**config.mk**
```make
export PLATFORM = sky130hd
export DESIGN_NAME = sat_event_reporter
export DESIGN_NICKNAME = d
export VERILOG_FILES = /design/src/rtl/sat_pkg.sv /design/src/rtl/sat_dwell_cntr.sv /design/src/rtl/sat_event_reporter.sv
export SDC_FILE = /design/constraint.sdc
export NUM_CORES = 1
export LEC_CHECK = 0
export CAP_MARGIN = 20
export CELL_PAD_IN_SITES_DETAIL_PLACEMENT = 0
export CELL_PAD_IN_SITES_GLOBAL_PLACEMENT = 1
export CORE_MARGIN = 8
export CORE_UTILIZATION = 38
export CTS_CLUSTER_SIZE = 12
export DETAILED_ROUTE_END_ITERATION = 10
export GPL_TIMING_DRIVEN = 0
export HOLD_SLACK_MARGIN = 0.06
export PLACE_DENSITY = 0.78
export SYNTH_ARGS = -nofsm -noshare
export SYNTH_HDL_FRONTEND = slang
export SYNTH_SLANG_ARGS = --single-unit
```
**constraint.sdc**
```tcl
create_clock -name clk -period 1.6 [get_ports clk]
set_input_delay 0.48 -clock clk [delete_from_list [all_inputs] [get_ports clk]]
set_output_delay 0.48 -clock clk [all_outputs]
set_load 0.02 [all_outputs]
```
**src/rtl/sat_pkg.sv**
```systemverilog
// Shared types and default widths for the saturation episode reporter.
// Used by sat_event_reporter and its dwell counter.
package sat_pkg;

    localparam int DEF_N  = 4;
    localparam int DEF_DW = 8;
    localparam int DEF_EW = 4;

    typedef enum logic [1:0] {
        IDLE = 2'd0,
        SAT  = 2'd1,
        HOLD = 2'd2
    } state_t;

endpackage

```
**src/rtl/sat_dwell_cntr.sv**
```systemverilog
// W-bit saturating up-counter: load1 restarts the count at 1, inc adds one
// and sticks at all-ones instead of wrapping.
module sat_dwell_cntr
    import sat_pkg::*;
#(
    parameter int W = DEF_DW
) (
    input  logic         clk,
    input  logic         reset,
    input  logic         load1,
    input  logic         inc,
    output logic [W-1:0] value
);

    // NOTE: sequential state is always updated with <= so every flop samples
    // the pre-edge values of its inputs, independent of block ordering.
    always_ff @(posedge clk) begin
        if (reset) begin
            value <= '0;
        end else if (load1) begin
            value <= W'(1);
        end else if (inc && (value != '1)) begin
            value <= value + 1'b1;
        end
    end

endmodule

```
**src/rtl/sat_event_reporter.sv**
```systemverilog
// Measures each saturation episode of an N-bit counter and reports it on a
// valid/ready stream. Define SAT_EVT_LOST_CNT_EN to add the lost_cnt output.
module sat_event_reporter
    import sat_pkg::*;
#(
    parameter int          N         = DEF_N,
    parameter int unsigned MAX_COUNT = 2**N - 1,
    parameter int          DW        = DEF_DW,
    parameter int          EW        = DEF_EW
) (
    input  logic          clk,
    input  logic          reset,
    input  logic [N-1:0]  cnt_in,
    output logic          sat_out,
    output logic          busy,
    output logic          evt_valid,
    input  logic          evt_ready,
    output logic [DW-1:0] evt_dwell,
    output logic [EW-1:0] evt_epoch,
    output logic          evt_lost
`ifdef SAT_EVT_LOST_CNT_EN
    ,
    output logic [EW-1:0] lost_cnt
`endif
);

    state_t        state, state_next;
    logic [N-1:0]  cnt_q;
    logic          sat_now, sat_prev, sat_rise;
    logic [DW-1:0] dwell;
    logic [EW-1:0] epoch;
    logic          dwell_load1, dwell_inc, capture, accept, drop;

    assign sat_now  = (cnt_q == N'(MAX_COUNT));
    assign sat_rise = sat_now && !sat_prev;
    assign sat_out  = sat_now;
    assign busy     = (state != IDLE);

    always_ff @(posedge clk) begin
        if (reset) state <= IDLE;
        else       state <= state_next;
    end

    // NOTE: every signal driven here gets a default first, so no path through
    // the case leaves one unassigned and no latch is inferred.
    always_comb begin
        state_next  = state;
        dwell_load1 = 1'b0;
        dwell_inc   = 1'b0;
        capture     = 1'b0;
        accept      = 1'b0;
        drop        = 1'b0;
        case (state)
            IDLE: begin
                if (sat_rise) begin
                    dwell_load1 = 1'b1;
                    state_next  = SAT;
                end
            end
            SAT: begin
                if (sat_now) begin
                    dwell_inc = 1'b1;
                end else begin
                    capture    = 1'b1;
                    state_next = HOLD;
                end
            end
            HOLD: begin
                if (evt_valid && evt_ready) begin
                    accept = 1'b1;
                    // A new episode starting on the handshake cycle is kept.
                    if (sat_rise) begin
                        dwell_load1 = 1'b1;
                        state_next  = SAT;
                    end else begin
                        state_next = IDLE;
                    end
                end else if (sat_rise) begin
                    drop = 1'b1;
                end
            end
            default: state_next = IDLE;
        endcase
    end

    sat_dwell_cntr #(.W(DW)) u_dwell (
        .clk   (clk),
        .reset (reset),
        .load1 (dwell_load1),
        .inc   (dwell_inc),
        .value (dwell)
    );

`ifdef SAT_EVT_LOST_CNT_EN
    sat_dwell_cntr #(.W(EW)) u_lost (
        .clk   (clk),
        .reset (reset),
        .load1 (1'b0),
        .inc   (drop),
        .value (lost_cnt)
    );
`endif

    // Input stage and report register; record fields hold between reports.
    always_ff @(posedge clk) begin
        if (reset) begin
            cnt_q     <= '0;
            sat_prev  <= 1'b0;
            evt_valid <= 1'b0;
            evt_dwell <= '0;
            evt_epoch <= '0;
            epoch     <= '0;
            evt_lost  <= 1'b0;
        end else begin
            cnt_q    <= cnt_in;
            sat_prev <= sat_now;
            if (capture) begin
                evt_valid <= 1'b1;
                evt_dwell <= dwell;
                evt_epoch <= epoch;
                epoch     <= epoch + 1'b1;
            end else if (accept) begin
                evt_valid <= 1'b0;
            end
            if (drop) evt_lost <= 1'b1;
        end
    end

endmodule

```
== Word level (Yosys, flattened, before mapping) ==
Cells that the tools add are included.

* Bits in registers: 33
* Latch bits: 0
* Bits in writable memories: 0
* Memory bits (read-only): 0
* Input port bits: 7
* Output and inout bits: 16
* Logic and storage cells: 49
* Memories kept: 0

* Add/subtract/negate cells: 2
* $mul: 0
* Div/mod/pow operators: 0
* Magnitude comparators: 0
* Equality and inequality tests: 7
* Shift-type cells: 0
* Multiplexer cells: 20
* Bitwise operators: 0
* Reduce and logical (&&, ||, !) cells: 10

{| class="wikitable"
|+ Operators with widths
! kind !! count
|-
| two-way mux 1 bit || 15
|-
| adder 8 x 1 -> 8 bit, second input constant || 1
|-
| inequality test 8 bit, second input constant || 1
|-
| two-way mux 2 bit || 3
|-
| inequality test 2 bit, second input constant || 3
|-
| one-hot mux 2 bit (3 select lines) || 1
|-
| nonzero test 2 bit || 3
|-
| adder 4 x 1 -> 4 bit, second input constant || 1
|-
| == test 4 bit, second input constant || 1
|-
| logical AND 1 bit || 3
|-
| AND reduction 3 bit || 1
|-
| == test 2 x 1 -> 1 bit, second input constant || 1
|-
| == test 2 bit, second input constant || 1
|-
| zero test 2 bit || 1
|-
| one-hot mux 1 bit (2 select lines) || 1
|-
| OR reduction 2 bit || 1
|-
| zero test 1 bit || 1
|}

== Longest topological paths before layout ==
* Depth in word-level cells: 6
* Depth in mapped cells: 6
* Mapped depth without buffers: 5

== Cells and area by module ==
From an unflattened synthesis, not the netlist that was laid out.

* Cell total of the unflattened synthesis: 156
* Area, all modules: 1386.3 µm²

{| class="wikitable"
|+ By module, submodules not included
! module !! instances !! cells each !! area each (µm²) !! sequential area each (µm²)
|-
| sat_event_reporter || 1 || 108 || 959.7 || 500.5
|-
| sat_dwell_cntr || 1 || 48 || 426.7 || 160.2
|}

== Worst setup path before layout ==
No wires, ideal clock.

* Path kind: register to register
* Start point: register evt_valid
* End point: register u_dwell.value[3]
* Library setup time: 0.125 ns
* Data arrival time: 1.321 ns
* Data required time: 1.475 ns
* Slack: 0.154 ns
* Stages on the path, launching flop included: 5
* Buffers on the path: 0
* Period minus slack after synthesis: 1.446 ns
* Cell sequence: dfxtp_1 > a21boi_0 > or4_1 > nand2b_1 > nor3_1

* Cells in the longest elaborated chain, start to end: 4

{| class="wikitable"
|+ RTL lines
! what !! RTL line !! source
|-
| from (decl) || sat_event_reporter.sv:16 || <nowiki>output logic evt_valid,</nowiki>
|-
| from (signal assigned) || sat_event_reporter.sv:109 || <nowiki>evt_valid <= 1'b0;</nowiki>
|-
| from (signal assigned) || sat_event_reporter.sv:118 || <nowiki>evt_valid <= 1'b1;</nowiki>
|-
| from (signal assigned) || sat_event_reporter.sv:123 || <nowiki>evt_valid <= 1'b0;</nowiki>
|-
| logical AND 1 bit || sat_event_reporter.sv:69 || <nowiki>if (evt_valid && evt_ready) begin</nowiki>
|-
| two-way mux 1 bit || sat_event_reporter.sv:69 ||
|-
| one-hot mux 1 bit (2 select lines) || sat_event_reporter.sv:53 || <nowiki>case (state)</nowiki>
|-
| OR reduction 2 bit (no source line) || -- ||
|-
| to (signal assigned) || sat_dwell_cntr.sv:23 || <nowiki>value <= value + 1'b1;</nowiki>
|-
| to (decl) || sat_dwell_cntr.sv:12 || <nowiki>output logic [W-1:0] value</nowiki>
|}

No other way between the ends.
A chain may end at the register's enable or synchronous reset.

== Worst setup path in the final report ==
* Start point: register cnt_q[2]
* End point: output port sat_out

* Cells in the longest elaborated chain, start to end: 1

{| class="wikitable"
|+ RTL lines
! what !! RTL line !! source
|-
| from (decl) || sat_event_reporter.sv:28 || <nowiki>logic [N-1:0] cnt_q;</nowiki>
|-
| from (signal assigned) || sat_event_reporter.sv:115 || <nowiki>cnt_q <= cnt_in;</nowiki>
|-
| == test 4 bit || sat_event_reporter.sv:34 || <nowiki>assign sat_now = (cnt_q == N'(MAX_COUNT));</nowiki>
|-
| to (decl) || sat_event_reporter.sv:14 || <nowiki>output logic sat_out,</nowiki>
|}

No other way between the ends.

==> impl_metrics.py <==
metrics = {
    "power_and_ir_drop": {
        "p_sw_w": 0.000287,
        "p_clk_frac": 0.354,
        "seq_power_share": 0.618,
        "p_leak_nw": 0.713,
        "switching_share": 0.214,
        "combPwrFrac": 0.028,
        "power_w": 0.00134,
        "p_per_area_nw_per_um2": 763,
        "internal-power_w": 0.00105,
        "ir_drop_uv": 494,
    },
    "setup_path": {
        "path_buf_inv": 3,
        "critPathLaunch": "cnt_q[2]$_SDFF_PP0_",
        "crit_arrival_ns": 1.11,
        "rr_endpoint": "u_dwell.value[4]$_SDFFE_PP0P_",
        "worstPathCellList": "nand4_1 > buf_6 > clkinv_8 > buf_8",
        "cp_slowest_stage_delay_ns": 0.32,
        "cp_slowest_cell": "dfxtp_1",
        "crit_type": "reg2out",
        "r2r_start": "cnt_q[2]$_SDFF_PP0_",
        "crit_cells": 4,
        "reg2reg_slack_ns": 0.07,
        "cp-endpoint": "sat_out",
        "critPathLaunchType": "register",
        "reg2reg_depth": 8,
        "cp_top_family": "buffers and inverters",
        "crit_fanout": 4,
        "worstSetupEndpointType": "output port",
        "cp_data_required_time_ns": 1.12,
    },
    "floorplan": {
        "die_y_um": 75.6,
        "start_util": 0.399,
        "die_x_um": 75.6,
        "dieArea_um2": 5720,
        "pin_count": 23,
        "coreArea_um2": 3390,
        "std_cell_rows": 21,
    },
    "clock_network": {
        "cts_tree": "built",
        "cts_root_buffer": "clkbuf_4",
        "cts.clk_slew.worst_paths_ns": 0.10,
        "clockBufferDepth": 2,
        "cts.sink_count": 33,
        "cts_hold_buf": 0,
        "insertion_delay_ns": 0.34,
        "h-tree-depth": 2,
        "numCtsBuffers": 5,
    },
    "synthesis": {
        "synth_compound_area_frac": 0.135,
        "async_flop_share": 0,
        "synth-simple-area-share": 0.276,
        "netlist_area_um2": 1350,
        "synth_nets": 164,
        "synth_top_family_by_area": "simple AND/OR/NAND/NOR gates",
        "synth.avg_cell_area_um2": 8.72,
        "syn_inst": 155,
        "ys_seq_area_frac": 0.489,
        "ys_seq_elements": 33,
        "yosys.area_share.adder": 0.0185,
        "synth_xor_area_frac": 0.0194,
        "synth_edf_count": 0,
        "synthFlopType": "dfxtp_1",
        "synth_mux_area_frac": 0.0148,
        "ys_warn_count": 0,
        "yosysUniqueCellTypes": 32,
    },
    "layout": {
        "drive_gt1_frac": 0.169,
        "nNetsFinal": 198,
        "regArea_um2": 667,
        "synthToLayoutAreaGrowth_pct": 29.8,
        "mostFrequentLayoutCell": "dfxtp_1",
        "n_antenna_cell": 0,
        "multi_input_area_um2": 649,
        "stdcell_count": 235,
        "layout_common_cells": "30 x dfxtp_1, 20 x a21oi_1, 18 x nand3_1, 17 x nand2_1, 14 x dlygate4sd2_1",
        "n_fill_cell": 321,
    },
    "sta": {
        "skew_ns": 0.0153,
        "fin_ws_ns": 0.0145,
        "tightest_slew_ns": 0.452,
        "hold_viol_final": 0,
        "fin_setup_tns_ns": 0,
        "rsz0062_at_grt": "true",
        "finalMaxSlewViolations": 0,
        "setup_violations": 0,
        "slew_headroom": 0.699,
        "fmax_mhz": 631,
        "whs_ns": 0.455,
        "period_share": 0.991,
        "min_period_ns": 1.59,
    },
    "global_route": {
        "grt_max_degree": 11,
        "grt_pass1_wl_um": 5330,
        "grt_pass1_vias": 1168,
        "grt_antenna_before_repair": 0,
        "gr-total-overflow": 0,
        "grt.total_usage": 0.125,
    },
    "placement": {
        "post-place-cells": 222,
        "dp_slack_ns": -0.499,
        "hpwlAfterDp_um": 2110,
        "port-buffer-count": 21,
        "place_congestion": 0.715,
    },
    "run_status": {
        "status": "finished, final reports clean",
    },
    "routing": {
        "ant_nets": 0,
        "vias": 1177,
        "routed_wl_um": 3000,
        "drc": 0,
        "wire_per_inst_um": 12.7,
        "dr.first_iter.drc_count": 95,
        "dr.pass1.iters": 4,
        "viasPerCell": 5.01,
    },
    "job": {
        "max_cap_viol_count": 0,
    },
    "hold_path": {
        "holdCritPathClass": "reg2reg",
    },
}
-- cells in the mapped netlist, drive strengths merged, types with 2 or more instances --
master / n / share of area
dfxtp: 33 / 0.49
a21oi: 20 / 0.074
nand2: 18 / 0.056
nand3: 18 / 0.067
nor2: 10 / 0.028
clkbuf: 6 / 0.017
nor2b: 5 / 0.023
buf: 4 / 0.024
nand4: 4 / 0.019
nor3: 4 / 0.019
o21ai: 4 / 0.015
a31oi: 3 / 0.014
nand2b: 3 / 0.014
xor2: 3 / 0.019
a211oi: 2 / 0.011
and3: 2 / 0.0093
ha: 2 / 0.019
mux2i: 2 / 0.015
or3: 2 / 0.0093
-- how the worst min path moves through the flow --
stage,startpoint,end,slack [ns],cells past startpoint
after global routing,evt_epoch[2]$_SDFFE_PP0P_,evt_epoch[2]$_SDFFE_PP0P_,0.48,2
final,evt_dwell[6]$_SDFFE_PP0P_,evt_dwell[6]$_SDFFE_PP0P_,0.46,2
after detailed placement,evt_dwell[6]$_SDFFE_PP0P_,evt_dwell[6]$_SDFFE_PP0P_,0.45,2
after floorplan,epoch[3]$_SDFFE_PP0P_,evt_epoch[3]$_SDFFE_PP0P_,0.45,2
after CTS,evt_dwell[6]$_SDFFE_PP0P_,evt_dwell[6]$_SDFFE_PP0P_,0.46,2
after global placement,evt_dwell[6]$_SDFFE_PP0P_,evt_dwell[6]$_SDFFE_PP0P_,0.44,2
-- kinds of logic (layout without fill, tap and decap cells) --
group | after synthesis | after routing
and+or+nand+nor | 72 | 72
DFF | 33 | 33
AOI/OAI and AO/OA | 31 | 31
buffers and inverters | 12 | 46
xor gates and xnor gates | 3 | 3
muxes | 2 | 2
adders and majority gates | 2 | 2
-- sequential cells by signal, summed over array words and instances, names as in the netlist --
| signal | cells |
|---|---|
| evt_epoch | 4 |
| evt_valid | 1 |
| cnt_q | 4 |
| u_dwell.value | 8 |
| epoch | 4 |
| evt_dwell | 8 |
| sat_prev | 1 |
| evt_lost | 1 |
| state | 2 |
-- power by group through the flow --
stage | registers [W] | logic, W | clock network [W]
CTS | 0.000827 | 0.0000370 | 0.000490
finish | 0.000827 | 0.0000373 | 0.000474
global route | 0.000828 | 0.0000420 | 0.000535
global placement | 0.000847 | 0.0000343 | 0
floorplan | 0.000847 | 0.0000170 | 0
detailed placement | 0.000847 | 0.0000352 | 0
-- layout make-up --
class | instances | area share
sequential | 33 | 0.380
tap | 46 | 0.0328
buffer | 9 | 0.0307
inverter | 2 | 0.0114
multi-input combinational | 110 | 0.370
timing repair buffer | 28 | 0.143
clock buffer | 7 | 0.0314
-- timing repair --
| action | in CTS | in global routing |
|---|---|---|
| setup buffers | 1 | 6 |
| hold endpoints to repair | 0 | 0 |
| resized for setup | 33 | 10 |
| setup endpoints to repair | 23 | 9 |
| pin swaps | 1 | 1 |
-- stage by stage --
step                      utilization  instance area, um2
final                           0.518                1750
after global placement          0.478                1620
after CTS                       0.499                1690
after floorplan                     -                1350
after detailed placement        0.478                1620
after global routing            0.518                1750
-- worst reg2reg max path, cell delays in order, from the launching register on --
cell	delay (ns)
dfxtp_1	0.32
nand4_1	0.14
buf_6	0.17
clkinv_8	0.05
buf_4	0.11
buf_4	0.11
o211ai_4	0.09
or3_1	0.35
a21oi_1	0.15
-- layer usage --
layer / global-route usage / up-vias / wire length (um)
met1: 0.137 / 538 / 1300
met2: 0.200 / 25 / 1470
li1: - / 609 / -
met4: 0.0704 / 0 / 61
met5: 0 / - / 0
met3: 0.0500 / 5 / 165
Power figures use the tool's default switching activity.
